<file path="src/rtl/alu_pkg.sv">
// ----------------------------------------------------------------------------
// alu_pkg
// Shared types and constants for the ALU requester:
//   alu_op_e    - ALU operation encoding (ADD, SUB, MUL, DIV)
//   state_e     - requester FSM states
//   DIV0_RESULT - result reported for a divide by zero (no ALU issue)
// ----------------------------------------------------------------------------
package alu_pkg;

  typedef enum logic [1:0] {
    OP_ADD = 2'b00,
    OP_SUB = 2'b01,
    OP_MUL = 2'b10,
    OP_DIV = 2'b11
  } alu_op_e;

  typedef enum logic [1:0] {
    S_IDLE  = 2'b00,
    S_ISSUE = 2'b01,
    S_WAIT  = 2'b10,
    S_RESP  = 2'b11
  } state_e;

  localparam logic [7:0] DIV0_RESULT = 8'hFF;

endpackage

</file>
<file path="src/rtl/alu_req_timer.sv">
// ----------------------------------------------------------------------------
// alu_req_timer
// WAIT-state watchdog for the ALU requester. Only instantiated when the
// ALU_REQ_TIMEOUT_EN macro is defined.
// Ports:
//   clk, rst  - clock, asynchronous active-high reset
//   clear     - zero the count (asserted on the cycle before WAIT entry)
//   en        - count this cycle (asserted while in WAIT)
//   expired   - high on the TIMEOUT_CYCLES-th consecutive counted cycle
// ----------------------------------------------------------------------------
module alu_req_timer #(
  parameter int unsigned TIMEOUT_CYCLES = 64
) (
  input  logic clk,
  input  logic rst,
  input  logic clear,
  input  logic en,
  output logic expired
);

  localparam int unsigned CNT_W = $clog2(TIMEOUT_CYCLES + 1);
  localparam logic [CNT_W-1:0] LAST = CNT_W'(TIMEOUT_CYCLES - 1);

  logic [CNT_W-1:0] cnt_q;
  logic [CNT_W-1:0] cnt_d;

  always_comb begin
    cnt_d = cnt_q;
    if (clear) begin
      cnt_d = '0;
    end else if (en && (cnt_q != LAST)) begin
      cnt_d = cnt_q + 1'b1;
    end
  end

  always_ff @(posedge clk or posedge rst) begin
    if (rst) begin
      cnt_q <= '0;
    end else begin
      cnt_q <= cnt_d;
    end
  end

  // The count starts at 0 in the first WAIT cycle, so reaching LAST marks
  // the TIMEOUT_CYCLES-th WAIT cycle without an ALU response.
  assign expired = en && (cnt_q == LAST);

endmodule

</file>
<file path="src/rtl/alu_requester.sv">
// ----------------------------------------------------------------------------
// alu_requester
// Accepts one command at a time, issues it to a multi-cycle ALU, waits for the
// ALU result and presents it downstream with a valid/ready handshake.
// Divide by zero is answered locally (res_data=8'hFF, res_err=1).
// Optional feature: define ALU_REQ_TIMEOUT_EN to abort a transaction after
// TIMEOUT_CYCLES WAIT cycles without an ALU response (res_data=0, res_err=1).
// Ports:
//   clk, rst                 - clock, asynchronous active-high reset
//   cmd_valid/cmd_ready      - upstream command handshake
//   cmd_a, cmd_b, cmd_op     - operands and operation
//   in, op_codes, valid      - ALU operand bus {A,B}, op select, start strobe
//   o, ready                 - ALU result and result-valid
//   res_valid/res_ready      - downstream result handshake
//   res_data, res_op, res_err- captured result, echoed opcode, error flag
//   issued_cnt               - number of transactions issued to the ALU
// ----------------------------------------------------------------------------
module alu_requester
  import alu_pkg::*;
#(
  parameter int unsigned TIMEOUT_CYCLES = 64
) (
  input  logic        clk,
  input  logic        rst,
  input  logic        cmd_valid,
  output logic        cmd_ready,
  input  logic [7:0]  cmd_a,
  input  logic [7:0]  cmd_b,
  input  logic [1:0]  cmd_op,
  output logic [15:0] in,
  output logic [1:0]  op_codes,
  output logic        valid,
  input  logic [7:0]  o,
  input  logic        ready,
  output logic        res_valid,
  input  logic        res_ready,
  output logic [7:0]  res_data,
  output logic [1:0]  res_op,
  output logic        res_err,
  output logic [15:0] issued_cnt
);

  if (TIMEOUT_CYCLES < 1) begin : g_bad_timeout
    $error("alu_requester: TIMEOUT_CYCLES must be at least 1");
  end

  state_e      state_q, state_d;
  logic [7:0]  a_q, a_d;
  logic [7:0]  b_q, b_d;
  alu_op_e     op_q, op_d;
  logic [7:0]  res_data_q, res_data_d;
  logic [1:0]  res_op_q, res_op_d;
  logic        res_err_q, res_err_d;
  logic [15:0] issued_cnt_q, issued_cnt_d;
  logic        timed_out;

`ifdef ALU_REQ_TIMEOUT_EN
  logic timer_clear;
  logic timer_en;

  // Clearing in ISSUE means the count is fresh on every WAIT entry.
  assign timer_clear = (state_q == S_ISSUE);
  assign timer_en    = (state_q == S_WAIT);

  alu_req_timer #(
    .TIMEOUT_CYCLES(TIMEOUT_CYCLES)
  ) u_timer (
    .clk    (clk),
    .rst    (rst),
    .clear  (timer_clear),
    .en     (timer_en),
    .expired(timed_out)
  );
`else
  assign timed_out = 1'b0;
`endif

  always_comb begin
    state_d      = state_q;
    a_d          = a_q;
    b_d          = b_q;
    op_d         = op_q;
    res_data_d   = res_data_q;
    res_op_d     = res_op_q;
    res_err_d    = res_err_q;
    issued_cnt_d = issued_cnt_q;
    unique case (state_q)
      S_IDLE: begin
        if (cmd_valid) begin
          a_d      = cmd_a;
          b_d      = cmd_b;
          op_d     = alu_op_e'(cmd_op);
          res_op_d = cmd_op;
          // Divide by zero never reaches the ALU; answer it directly.
          if ((alu_op_e'(cmd_op) == OP_DIV) && (cmd_b == 8'd0)) begin
            res_data_d = DIV0_RESULT;
            res_err_d  = 1'b1;
            state_d    = S_RESP;
          end else begin
            state_d = S_ISSUE;
          end
        end
      end
      S_ISSUE: begin
        issued_cnt_d = issued_cnt_q + 16'd1;
        state_d      = S_WAIT;
      end
      S_WAIT: begin
        // A real ALU response wins over a coincident timeout.
        if (ready) begin
          res_data_d = o;
          res_err_d  = 1'b0;
          state_d    = S_RESP;
        end else if (timed_out) begin
          res_data_d = 8'd0;
          res_err_d  = 1'b1;
          state_d    = S_RESP;
        end
      end
      S_RESP: begin
        if (res_ready) begin
          state_d = S_IDLE;
        end
      end
      default: state_d = S_IDLE;
    endcase
  end

  always_ff @(posedge clk or posedge rst) begin
    if (rst) begin
      state_q      <= S_IDLE;
      a_q          <= '0;
      b_q          <= '0;
      op_q         <= OP_ADD;
      res_data_q   <= '0;
      res_op_q     <= '0;
      res_err_q    <= 1'b0;
      issued_cnt_q <= '0;
    end else begin
      state_q      <= state_d;
      a_q          <= a_d;
      b_q          <= b_d;
      op_q         <= op_d;
      res_data_q   <= res_data_d;
      res_op_q     <= res_op_d;
      res_err_q    <= res_err_d;
      issued_cnt_q <= issued_cnt_d;
    end
  end

  // cmd_ready is also gated by rst so nothing is accepted while reset is held.
  assign cmd_ready  = (state_q == S_IDLE) && !rst;
  assign valid      = (state_q == S_ISSUE);
  assign in         = ((state_q == S_ISSUE) || (state_q == S_WAIT)) ? {a_q, b_q} : 16'd0;
  assign op_codes   = ((state_q == S_ISSUE) || (state_q == S_WAIT)) ? op_q : 2'b00;
  assign res_valid  = (state_q == S_RESP);
  assign res_data   = res_data_q;
  assign res_op     = res_op_q;
  assign res_err    = res_err_q;
  assign issued_cnt = issued_cnt_q;

endmodule
</file>
<file path="config.mk">
export PLATFORM = sky130hd
export DESIGN_NAME = alu_requester
export DESIGN_NICKNAME = d
export VERILOG_FILES = /design/src/rtl/alu_pkg.sv /design/src/rtl/alu_req_timer.sv /design/src/rtl/alu_requester.sv
export SDC_FILE = /design/constraint.sdc
export NUM_CORES = 1
export LEC_CHECK = 0
export ABC_AREA = 1
export CAP_MARGIN = 20
export CORE_MARGIN = 5
export CORE_UTILIZATION = 29
export CTS_CLUSTER_DIAMETER = 150
export DETAILED_ROUTE_END_ITERATION = 10
export GPL_TIMING_DRIVEN = 0
export PLACE_DENSITY = 0.58
export SYNTH_ARGS = -nofsm -noshare
export SYNTH_HDL_FRONTEND = slang
export SYNTH_HIERARCHICAL = 1
export SYNTH_SLANG_ARGS = --single-unit
</file>
<file path="constraint.sdc">
create_clock -name clk -period 1.4 [get_ports clk]
set_input_delay 0.21 -clock clk [delete_from_list [all_inputs] [get_ports clk]]
set_output_delay 0.21 -clock clk [all_outputs]
set_load 0.01 [all_outputs]
</file>
==> impl_results.md, run 1 <==
* Max Slew Vio Count at 0
* Routed vias at 2011
* Critical path startpoint category: flop
* Part of the Yosys area used for sequential elements at 49.4%
* Row cnt at 32
* Simple-gate portion of the synthesized area at 26.2%
* Worst Slack Setup Final at -0.266 ns
* Mux share of post-synthesis cell area at 7.41%
* Clock network latency to the later pin of the worst-skew pair at 0.30 ns
* Area Growth Syn to Fin at 75.7%
* VDD IR-drop max at 1.17 mV
* Number of global-route vias before repair at 2077
* Critical Path Slowest Stage Cell: dfrtp_1
* Pwr/cell area at 2360 nW/um2
* CP Max Fanout at 4
* Synth area leader: dfrtp_1
* Count of cell types in the netlist at 25
* Area of the multi-input gates at 1230 um2
* Final Critical Period at 1.67 ns
* Layout Cells excl Fill at 479
* Die Height at 98.6 um
* Final setup violation count at 34
* Hold buffer count at cts at 0
* CTS tree: done
* Max Fclk at 0.600 GHz
* GRT Total Usage at 12.2%
* Syn Inst Count at 254
* CTS Buf Count at 5
* Crit share post-route at 119%
* I/O pin count at 79
* Routed WL at 6000 um
* Kind of critical path: reg2out
* Die width at 98.6 um
* Wire per inst at 12.5 um
* Clk sinks at 45
* Final hold vios at 0
* Clock root cell: clkbuf_8
* Die ar. at 9730 um2
* CP arrival at 1.46 ns
* Routability Congestion at 0.752
* Routed met3 length at 426 um
* PortBufs at 78
* XOR/XNOR share of the synthesized area at 3.84%
* Pin count of the biggest net entering global routing at 29
* Drt pass-1 iters at 4
* Fillcell total at 738
* Max incr delay on CP at 0.38 ns
* Critical Path RT at 1.19 ns
* Dominant cells by area after synthesis: dfrtp_1 49%, nand2_1 13%, mux2_2 7.4%
* NumNets Final at 413
* Layout cells sized above 1 at 43.0%
* Highest metal used: met4
* Dpl hpwl at 4060 um
* Max_cap viols at 0
* Global route overflow at 0
* Core box area at 7690 um2
* Clock skew at 0.0120 ns
* Synth Area in Adders at 3.29%
* First-pass GRT wire length at 9700 um
* Main combinational cell family by area after synthesis: simple AND/OR/NAND/NOR gates
* Setup TNS at -6.37 ns
* M1 wire length at 2500 um
* # diodes at 0
* Synth Area in Compound Gates at 2.36%
* Synth Register Bits at 45
* ANT nets after route at 0
* Reg2reg path depth at 10
* Met2 wire len at 2990 um
* H-tree Lvls at 2
* Failing checks: setup timing
* Clock Tree Buf Depth at 2
* Critical path endpoint category: output port
* Yosys top cell area share at 49.4%
* RSZ-0062 raised after global routing: yes
* Slew headroom at 72.5%
* Pleak at 2.04 nW
* Storage cell area at 1130 um2
* Mapped Nets at 291
* Clk pin slew, worst setup/hold paths at 0.09 ns
* Avg Inst Size Synth at 8.97 um2
* Worst slew pin tran at 0.412 ns
* Via/cell ratio at 4.20
* Initial core utilization at 29.6%
* Placed cells at 435
* Tightest Hold Check Type: in2async
* DRC Markers at 0
* Number of DRC markers in iteration 0 at 40
* Most common cell on crit path: inv_2
* Synth warn at 6
* Outcome: finished with violations
* Netlist Area Pre-Place at 2280 um2
* Initial antenna violation count at 0
* CP Cell Sequence: inv_2 > ha_4 > clkbuf_16 > nand2_4 > inv_2 > buf_6
critical path: cells and delay by family (launching register included):
| family | cells | cell delay [ns] |
|---|---|---|
| and+or+nand+nor | 1 | 0.04 |
| buffers and inverters | 4 | 0.38 |
| DFF | 1 | 0.38 |
| adders and majority gates | 1 | 0.34 |
where the power goes:
| group | total, mW | switching (mW) | internal, mW |
|---|---|---|---|
| registers | 2.18 | 0.354 | 1.83 |
| clock network | 1.04 | 0.457 | 0.583 |
| logic | 6.22 | 2.74 | 3.47 |
stage by stage:
stage | setup slack [ns] | instance area (um2) | hold slack (ns) | util (%) | total power [mW]
floorplan | -0.0448 | 2300 | 0.360 | - | 4.25
global placement | -0.944 | 3200 | 0.454 | 41.7 | 6.00
detailed placement | -0.674 | 3220 | 0.458 | 41.9 | 6.06
CTS | -0.315 | 3790 | 0.260 | 49.3 | 8.52
global route | -0.338 | 4000 | 0.289 | 52.1 | 10.1
finish | -0.266 | 4000 | 0.251 | 52.1 | 9.44
kinds of logic (layout without fill, tap and decap cells):
group / after synthesis / count (layout)
flops: 45 / 45
mux: 15 / 15
simple gates: 126 / 126
buf+inv: 44 / 167
xor+xnor: 10 / 10
compound gates: 8 / 8
fa+ha+maj: 6 / 6
per-layer routing:
| metal | track usage (%) | vias to the layer above |
|---|---|---|
| met1 | 15.1 | 942 |
| met5 | 0 | - |
| met4 | 3.78 | 0 |
| met2 | 20.2 | 50 |
| met3 | 3.96 | 6 |
| li1 | - | 1013 |
layout make-up:
cell class	instances	area share [%]
multi-input cells	165	30.6
inverters	39	3.78
repair buffers	118	30.6
well taps	102	3.19
flip-flops and latches	45	28.2
plain buffers	2	0.656
clock buffers	7	2.16
clock inverters	1	0.750
cells in the mapped netlist:
cell type / n
nand3_4: 1
a21oi_4: 1
nor2_1: 12
nand2_1: 76
inv_2: 1
ha_1: 6
buf_2: 4
o21ai_0: 5
nand2_4: 1
nand3_1: 13
xor2_1: 7
nand3_2: 1
nor2_4: 4
mux2_2: 15
xnor2_1: 3
buf_1: 1
o21ai_1: 1
nand2_2: 3
nor3b_1: 1
inv_1: 38
dfrtp_1: 45
nand3b_1: 3
a21boi_1: 1
or2_2: 8
nor2_2: 3
state kept, by name, indices dropped and copies added (netlist names):
register    count
a_q             8
issued_cnt     16
state_q         2
res_err         1
res_data        8
b_q             8
res_op          2
placed cells by master, fill, tap and decap left out, types with 4 or more instances in the layout:
master,synthesis,layout
dfrtp_1,45,43
buf_4,0,21
nor2_4,4,5
xor2_1,7,7
buf_2,4,4
inv_2,1,19
nand2_4,1,11
or2_2,8,8
nor2_1,12,12
mux2_2,15,9
inv_1,38,18
nand2_2,3,16
nand2_1,76,51
nand3_1,13,11
buf_12,0,6
clkbuf_8,0,6
clkdlybuf4s50_1,0,30
o21ai_1,1,5
mux2_4,0,6
dlygate4sd2_1,0,26
buf_6,0,27
path summary, 6_finish.rpt:
check,startpoint,to,slack (ns)
max,state_q[0]$_DFFE_PP0P_,in[2],-0.27
min,rst,a_q[5]$_DFFE_PP0P_,0.25
max reg2reg,state_q[0]$_DFFE_PP0P_,res_data[0]$_DFFE_PP0P_,-0.20
min reg2reg,res_data[1]$_DFFE_PP0P_,res_data[1]$_DFFE_PP0P_,0.47
max in group asynchronous,rst,issued_cnt[15]$_DFFE_PP0P_,0.65
min in group clk,cmd_b[4],b_q[4]$_DFFE_PP0P_,0.46
repair_timing:
item	CTS	global route
buffers inserted	31	6
pin swaps	10	17
cloned	3	1
resized for setup	173	63
setup endpoints to repair	79	61
Power figures use the tool's default switching activity.
==> inputs of run 2 (changes only) <==
--- a/config.mk
+++ b/config.mk
@@ -7,12 +7,15 @@
 export LEC_CHECK = 0
 export ABC_AREA = 1
 export CAP_MARGIN = 20
+export CELL_PAD_IN_SITES_DETAIL_PLACEMENT = 0
+export CELL_PAD_IN_SITES_GLOBAL_PLACEMENT = 1
+export CORE_ASPECT_RATIO = 1.4
 export CORE_MARGIN = 5
 export CORE_UTILIZATION = 29
 export CTS_CLUSTER_DIAMETER = 150
 export DETAILED_ROUTE_END_ITERATION = 10
 export GPL_TIMING_DRIVEN = 0
-export PLACE_DENSITY = 0.58
+export PLACE_DENSITY = 0.75
 export SYNTH_ARGS = -nofsm -noshare
 export SYNTH_HDL_FRONTEND = slang
 export SYNTH_HIERARCHICAL = 1
==> run 2 against run 1 <==
The run still ends with setup timing left. Combinational power down 2%. Register-to-register slack lost 0.02 ns. Via count increased by 1.7%. Routed wire length rose by 4.4%. Sequential power is essentially flat. Utilization rose by 0.60 points. Highest routed layer unchanged.
==> impl_results.md, run 2 (same netlist as run 1, synthesis figures left out) <==
* Clock Tree Buf Depth at 2 (unchanged)
* Wire per inst at 13.0 um (was 12.5 um)
* Switching part of the total power at 38.0% (was 37.7%)
* H-tree Lvls at 2 (unchanged)
* CP Max Fanout at 5 (was 4)
* Number of global-route vias before repair at 2246 (was 2077)
* Commonest non-fill, non-tap cell in the layout: nand2_1 (unchanged)
* Routability Congestion at 0.722 (was 0.752)
* Max_cap viols at 0 (unchanged)
* Psw at 3.54 mW (was 3.55 mW)
* Critical path startpoint category: flop (unchanged)
* Comb power frac at 65.6% (was 65.9%)
* CTS Buf Count at 5 (unchanged)
* CTS tree: done (unchanged)
* First-pass GRT wire length at 10500 um (was 9700 um)
* Final hold vios at 0 (unchanged)
* Crit share post-route at 121% (was 119%)
* Failing checks: setup timing (unchanged)
* PortBufs at 78 (unchanged)
* Layout cells sized above 1 at 47.8% (was 43.0%)
* Final Critical Period at 1.70 ns (was 1.67 ns)
* Die Height at 115 um (was 98.6 um)
* Clock network power share at 11.0% (about the same)
* Clk sinks at 45 (unchanged)
* Internal power at 5.76 mW (was 5.88 mW)
* Die width at 84.9 um (was 98.6 um)
* Tightest Hold Check Type: in2async (unchanged)
* Flop pwr share at 23.4% (was 23.1%)
* ANT nets after route at 0 (unchanged)
* Clock root cell: clkbuf_8 (unchanged)
* GRT Total Usage at 13.5% (was 12.2%)
* Area Growth Syn to Fin at 78.0% (was 75.7%)
* Die ar. at 9750 um2 (was 9730 um2)
* Max Fclk at 0.590 GHz (was 0.600 GHz)
* Initial core utilization at 29.6% (about the same)
* Final setup violation count at 56 (was 34)
* Commonest cells after routing, fill and taps aside: 48 x nand2_1, 42 x dfrtp_1, 31 x buf_6 (was 51 x nand2_1, 43 x dfrtp_1, 30 x clkdlybuf4s50_1)
* Clk pin slew, worst setup/hold paths at 0.08 ns (was 0.09 ns)
* Setup TNS at -9.26 ns (was -6.37 ns)
* Routed vias at 2045 (was 2011)
* Critical path endpoint category: output port (unchanged)
* Drt pass-1 iters at 4 (unchanged)
* Reg-to-reg endpoint: res_err$_DFFE_PP0P_ (was res_data[0]$_DFFE_PP0P_)
* Min Hold Slack at 0.290 ns (was 0.251 ns)
* Slew headroom at 69.1% (was 72.5%)
* Final core occ at 52.7% (was 52.1%)
* Via/cell ratio at 4.23 (was 4.20)
* Worst slew pin tran at 0.463 ns (was 0.412 ns)
* Global route overflow at 0 (unchanged)
* Dpl hpwl at 4130 um (was 4060 um)
* Pin count of the biggest net entering global routing at 26 (was 29)
* Pwr/cell area at 2290 nW/um2 (was 2360 nW/um2)
* Hold buffer count at cts at 0 (unchanged)
* Reg2reg path depth at 10 (unchanged)
* Pleak at 2.04 nW (about the same)
* Worst Slack Setup Final at -0.296 ns (was -0.266 ns)
* RSZ-0062 raised after global routing: yes (unchanged)
* FF-to-FF setup slack at -0.22 ns (was -0.20 ns)
* NumNets Final at 419 (was 413)
* Critical Path RT at 1.19 ns (about the same)
* Clock network latency to the later pin of the worst-skew pair at 0.30 ns (about the same)
* CP arrival at 1.49 ns (was 1.46 ns)
* VDD IR-drop max at 1.20 mV (was 1.17 mV)
* # diodes at 0 (unchanged)
* Critical R2R Launch: state_q[0]$_DFFE_PP0P_ (unchanged)
* Number of DRC markers in iteration 0 at 42 (was 40)
* I/O pin count at 79 (unchanged)
* Core box area at 7700 um2 (was 7690 um2)
* Setup Slack @ Placement at -0.650 ns (was -0.674 ns)
* Kind of critical path: reg2out (unchanged)
* Row cnt at 38 (was 32)
* Max Slew Vio Count at 0 (unchanged)
* Routed WL at 6260 um (was 6000 um)
* Clock skew at 0.00610 ns (was 0.0120 ns)
* DRC Markers at 0 (unchanged)
* Outcome: finished with violations (unchanged)
* Initial antenna violation count at 0 (unchanged)
* Max FFs per register at 16 (unchanged)
## run 2: cell count changes in the layout (fill, tap and decap cells not counted), moves of 4 or more
| cell | before | now |
|---|---|---|
| nand2_2 | 16 | 25 |
| or2_4 | 0 | 7 |
| buf_6 | 27 | 31 |
| nand3_1 | 11 | 3 |
| nand2_4 | 11 | 7 |
| nand3_2 | 1 | 9 |
| or2_2 | 8 | 1 |
## run 2: worst max-delay path by stage
stage	start	slack, ns	to	cells after the start
after floorplan	state_q[1]$_DFFE_PP0P_	-0.04	issued_cnt[13]$_DFFE_PP0P_	9
after global placement	rst	-0.89	issued_cnt[2]$_DFFE_PP0P_	2
after detailed placement	state_q[0]$_DFFE_PP0P_	-0.65	in[14]	7
after CTS	state_q[1]$_DFFE_PP0P_	-0.31	in[7]	7
after global routing	state_q[0]$_DFFE_PP0P_	-0.38	in[7]	7
final	state_q[1]$_DFFE_PP0P_	-0.30	op_codes[0]	7
## run 2: stage by stage
stage	instances	area, um2	power, mW
after global routing	483	4060	10.0
after floorplan	254	2300	4.25
after global placement	432	3200	5.99
after detailed placement	433	3220	6.06
final	483	4060	9.30
after CTS	476	3850	8.71
## run 2: worst max-delay path, stage by stage (launching register included)
cell     delay (ns)
dfrtp_1        0.39
inv_2          0.07
ha_4           0.29
buf_8          0.11
buf_6          0.12
nand2_1        0.05
inv_1          0.04
buf_2          0.12
## run 2: layout make-up
type,count,area [um2]
Clock inverter,1,30.0
Clock buffer,7,86.3
Tap cell,100,125
Buffer,5,67.6
Inverter,39,151
Multi-Input combinational cell,166,1270
Timing Repair Buffer,120,1190
Fill cell,734,3650
Sequential cell,45,1130
## run 2: routing by layer
metal  track usage (%)  part of all wire (%)  vias up
met3              4.59                   6.5        7
met2              24.8                    54       54
li1                  -                     -     1025
met1              14.4                    38      959
met4              4.75                   1.5        0
met5                 0                     0        -
## run 2: timing repair
item / CTS / global route
pin swaps: 27 / 8
setup endpoints to repair: 82 / 65
setup buffers: 31 / 10
gates resized for setup: 197 / 54
gates cloned: 4 / 0
## run 2: power groups by stage
| stage | Combinational [mW] | Sequential, mW | Clock (mW) |
|---|---|---|---|
| 2_1_floorplan | 2.00 | 2.24 | 0 |
| 3_3_place_gp | 3.81 | 2.18 | 0 |
| 3_5_place_dp | 3.87 | 2.19 | 0 |
| 4_1_cts | 5.50 | 2.13 | 1.08 |
| 5_1_grt | 6.62 | 2.24 | 1.13 |
| 6_report | 6.10 | 2.17 | 1.03 |
==> inputs of run 3 (changes only) <==
--- a/config.mk
+++ b/config.mk
@@ -13,9 +13,11 @@
 export CORE_MARGIN = 5
 export CORE_UTILIZATION = 29
 export CTS_CLUSTER_DIAMETER = 150
+export CTS_CLUSTER_SIZE = 16
 export DETAILED_ROUTE_END_ITERATION = 10
 export GPL_TIMING_DRIVEN = 0
-export PLACE_DENSITY = 0.75
+export PLACE_DENSITY = 0.71
+export SKIP_CTS_REPAIR_TIMING = 1
 export SYNTH_ARGS = -nofsm -noshare
 export SYNTH_HDL_FRONTEND = slang
 export SYNTH_HIERARCHICAL = 1
==> run 3 against run 2 <==
The run still ends with setup timing left. Worst hold slack worse by 0.024 ns. Routed wire length down 4.0%. Combinational power down 20%. Register-to-register slack worse by 0.06 ns. Critical endpoint is now in[0]. Highest routed layer unchanged.
==> impl_results.md, run 3 (same netlist as run 1, synthesis figures left out) <==
* CP arrival at 1.50 ns (was 1.49 ns)
* Initial antenna violation count at 0 (unchanged)
* Critical Path Slowest Stage Cell: dfrtp_1 (unchanged)
* FF-to-FF setup slack at -0.28 ns (was -0.22 ns)
* Die Height at 115 um (unchanged)
* VDD IR-drop max at 1.13 mV (was 1.20 mV)
* Final hold vios at 0 (unchanged)
* Pleak at 2.19 nW (was 2.04 nW)
* Via/cell ratio at 4.21 (was 4.23)
* Max incr delay on CP at 0.41 ns (was 0.39 ns)
* Failing checks: setup timing (unchanged)
* H-tree Lvls at 2 (unchanged)
* # diodes at 0 (unchanged)
* Drt pass-1 iters at 3 (was 4)
* Initial core utilization at 29.6% (unchanged)
* Number of global-route vias before repair at 1907 (was 2246)
* Clock Tree Buf Depth at 2 (unchanged)
* NumNets Final at 409 (was 419)
* Routability Congestion at 0.774 (was 0.722)
* Clock root cell: clkbuf_8 (unchanged)
* GRT Total Usage at 11.8% (was 13.5%)
* Clk sinks at 45 (unchanged)
* Final Critical Period at 1.71 ns (was 1.70 ns)
* Number of DRC markers in iteration 0 at 34 (was 42)
* Crit share post-route at 122% (was 121%)
* CP Cell Sequence: inv_2 > ha_4 > buf_6 > buf_12 > nand2_2 > inv_2 > buf_6 (was inv_2 > ha_4 > buf_8 > buf_6 > nand2_1 > inv_1 > buf_2)
* Dpl hpwl at 4280 um (was 4130 um)
* Outcome: finished with violations (unchanged)
* Layout cells sized above 1 at 35.4% (was 47.8%)
* Routed WL at 6010 um (was 6260 um)
* Area Growth Syn to Fin at 64.7% (was 78.0%)
* Worst slew pin tran at 0.439 ns (was 0.463 ns)
* Setup Slack @ Placement at -0.651 ns (was -0.650 ns)
* First-pass GRT wire length at 9140 um (was 10500 um)
* DRC Markers at 0 (unchanged)
* Area of the multi-input gates at 1100 um2 (was 1270 um2)
* Fillcell total at 756 (was 734)
* Kind of critical path: reg2out (unchanged)
* Worst Slack Setup Final at -0.307 ns (was -0.296 ns)
* Reg2reg path depth at 9 (was 10)
* Post-route cell area at 3750 um2 (was 4060 um2)
* Wire per inst at 12.7 um (was 13.0 um)
* Core box area at 7700 um2 (unchanged)
* RSZ-0062 raised after global routing: yes (unchanged)
* CP delay by family, top: buffers and inverters (unchanged)
* Pwr/cell area at 2090 nW/um2 (was 2290 nW/um2)
* Critical path endpoint category: output port (unchanged)
* CP Max Fanout at 8 (was 5)
* Global route overflow at 0 (unchanged)
* Slew headroom at 70.7% (was 69.1%)
* Storage cell area at 1130 um2 (about the same)
* CTS tree: done (unchanged)
* Final setup violation count at 54 (was 56)
* CTS Buf Count at 5 (unchanged)
* Max_cap viols at 0 (unchanged)
* Die width at 84.9 um (unchanged)
* Max Slew Vio Count at 0 (unchanged)
* Clock skew at 0.0131 ns (was 0.00610 ns)
* Clk pin slew, worst setup/hold paths at 0.09 ns (was 0.08 ns)
* ANT nets after route at 0 (unchanged)
* Critical path startpoint category: flop (unchanged)
* Commonest cells after routing, fill and taps aside: 64 x nand2_1, 43 x dfrtp_1, 30 x clkdlybuf4s50_1 (was 48 x nand2_1, 42 x dfrtp_1, 31 x buf_6)
* Clock network latency to the later pin of the worst-skew pair at 0.30 ns (about the same)
* Row cnt at 38 (unchanged)
* Routed vias at 1991 (was 2045)
* Max FFs per register at 16 (unchanged)
* I/O pin count at 79 (unchanged)
* Max Fclk at 0.586 GHz (was 0.590 GHz)
* Setup crit start: state_q[0]$_DFFE_PP0P_ (was state_q[1]$_DFFE_PP0P_)
* Dpl cell area at 3220 um2 (unchanged)
* Die ar. at 9750 um2 (unchanged)
* Worst path buffer plus inverter count at 5 (unchanged)
* Tightest Hold Check Type: in2async (unchanged)
* Reg-to-reg endpoint: issued_cnt[8]$_DFFE_PP0P_ (was res_err$_DFFE_PP0P_)
* Critical Path RT at 1.19 ns (about the same)
* Critical R2R Launch: state_q[0]$_DFFE_PP0P_ (unchanged)
* PortBufs at 78 (unchanged)
* Pin count of the biggest net entering global routing at 28 (was 26)
* Commonest non-fill, non-tap cell in the layout: nand2_1 (unchanged)
[run 3: changes by cell type in the layout (fill, tap and decap cells not counted), moves of 15 or more]
cell	before	now
buf_6	31	16
nand2_2	25	10
dlymetal6s2s_1	0	27
dlygate4sd2_1	27	0
nand2_1	48	64
[run 3: final cells by class]
class                           count  area share (%)
Clock buffer                        7            2.03
Multi-Input combinational cell    166            29.3
Tap cell                          100            3.33
Inverter                           39            3.97
Timing Repair Buffer              110            29.4
Buffer                              5            1.70
Sequential cell                    45            30.1
Clock inverter                      1           0.200
[run 3: report_power, final]
group | switching (mW) | internal (mW)
clock | 0.435 | 0.354
combinational | 2.28 | 2.62
sequential | 0.341 | 1.83
total | 3.05 | 4.80
[run 3: metrics by stage]
stage | instances | total power, mW | setup TNS (ns) | hold slack (ns) | util, %
after floorplan | 254 | 4.25 | -0.441 | 0.360 | -
after global placement | 432 | 6.00 | -60.13 | 0.454 | 41.6
after detailed placement | 433 | 6.06 | -16.27 | 0.462 | 41.8
after CTS | 441 | 6.89 | -26.47 | 0.270 | 42.9
after global routing | 473 | 8.51 | -13.32 | 0.303 | 48.7
final | 473 | 7.85 | -9.60 | 0.267 | 48.7
[run 3: how the worst max path moves through the flow]
stage / to / slack [ns] / cells past startpoint
3_5_place_dp: in[8] / -0.65 / 7
5_1_grt: in[14] / -0.38 / 7
2_1_floorplan: issued_cnt[13]$_DFFE_PP0P_ / -0.04 / 9
3_3_place_gp: issued_cnt[5]$_DFFE_PP0P_ / -1.01 / 2
4_1_cts: in[8] / -1.0 / 7
6_report: in[0] / -0.31 / 7
[run 3: worst reg2reg max path: stages, from the launching register on]
cell,delay [ns]
dfrtp_1,0.39
buf_4,0.15
buf_4,0.10
ha_2,0.22
nand2_1,0.11
inv_2,0.08
nand3_1,0.13
nor2_2,0.19
xnor2_1,0.14
inv_1,0.05
[run 3: metal layers]
metal  vias to the layer above  global-route usage, %  share of wire, %
met2                        64                   19.8                48
met3                         7                   3.80               6.8
li1                       1003                      -                 -
met5                         -                      0                 0
met4                         0                   3.48               1.6
met1                       917                   14.4                44
==> variant: new RTL, flow settings as in run 2 <==
Re-encode `state_e` (4 states) as Gray code, 2 bits wide.
--- a/src/rtl/alu_pkg.sv
+++ b/src/rtl/alu_pkg.sv
@@ -19,4 +19,4 @@
     S_ISSUE = 2'b01,
-    S_WAIT  = 2'b10,
-    S_RESP  = 2'b11
+    S_WAIT  = 2'b11,
+    S_RESP  = 2'b10
   } state_e;
Behaviour: same outputs for any inputs over 10 cycles, from zero or initial values and one cycle with rst high; not proved beyond that.
==> variant against run 2 <==
  * The run still ends with setup timing left
  * Sequential cell count unchanged
  * Worst setup slack gained 0.25 ns
  * Routed wire length fell by 0.96%
  * Global-route usage decreased by 0.85 points
  * Power down 24%
  * Synthesized area is 1.9% lower
  * Non-clock buffer count down 12
  * Clock power shrank 13%
  * Final area down 7.4%
  * Sequential power decreased by 2%
  * Largest cell class unchanged
  * Highest routed layer unchanged
==> variant: results (changes against run 2) <==
Outcome
  • Outcome: finished, violations left (unchanged)
  • Failing checks: setup timing (unchanged)

Setup path
  • WS Path Type: flop to flop (was flop to output port)
  • Worst Setup EP: state_q[0]$_DFFE_PP0P_ (was op_codes[0])
  • WP data arrival: 1.64 ns (was 1.49 ns)
  • Crit Path Max Fanout: 7 (was 5)

Timing
  • Final setup violation count: 16 (was 56)
  • Setup slack after layout: -0.0448 ns (was -0.296 ns)
  • Final Hold Slack: 0.297 ns (was 0.290 ns)

Synthesis
  • Compound-Gate Fraction of Synth Area: 0.00783 (was 0.0236)
  • Mux share of post-synthesis cell area: 0.0839 (was 0.0741)
  • Sequential area share after synthesis: 0.504 (was 0.494)
  • Avg Cell Area, Syn: 8.94 um2 (was 8.97 um2)
  • Post-Synth XOR/XNOR Area: 0.0509 (was 0.0384)
  • Synth Area in Adders: 0.00560 (was 0.0329)
  • Synth cell types: 27 (was 25)

Cells and area
  • Multi-input gates: 162 (was 166)
  • Number of sequential cells: 45 (unchanged)
  • Non-clock buffers, area share: 0.295 (was 0.311)
  • Clock-cell share of area: 0.0270 (was 0.0287)
  • Number of non-clock buffers in the layout: 113 (was 125)
  • Multi-input combinational area share: 0.304 (was 0.314)
  • Sequential cell area: 1130 um2 (about the same)
  • Share of post-route cells with drive strength above 1: 0.387 (was 0.478)

Place
  • Routability cong.: 0.685 (was 0.722)
  • Dpl hpwl: 4090 um (was 4130 um)

GRT
  • Vias in the first global route: 2025 (was 2246)

Pwr
  • Power Density: 1880 nW/um2 (was 2290 nW/um2)
## variant: cell types whose count changed in the layout (fill, tap and decap cells not counted), moves of 3 or more
cell,delta
nand2_2,-14
inv_1,+11
nand3_1,+11
inv_2,-10
buf_6,-9
or2_2,+7
or2_4,-7
buf_12,-6
buf_2,+5
buf_4,-4
ha_4,-4
xnor2_1,+4
clkbuf_16,+3
## variant: per-stage QoR
step                      setup TNS, ns   util
after floorplan                       0      -
after global placement           -50.59  0.410
after detailed placement          -9.53  0.413
after CTS                         -1.21  0.454
after global routing              -3.16  0.491
final                            -0.246  0.491
## variant: metal layers
metal / part of all wire / GRT usage
met4: 0.016 / 0.0483
met3: 0.051 / 0.0347
met5: 0 / 0
met1: 0.38 / 0.141
met2: 0.55 / 0.229
## variant: timing repair
action / 4_1_cts / 5_1_grt
cloned: 2 / 2
buffers inserted: 23 / 3
endpoints found under the setup margin: 73 / 59
pin swaps: 7 / 20
gates resized for setup: 142 / 64
hold endpoints to repair: 0 / 0
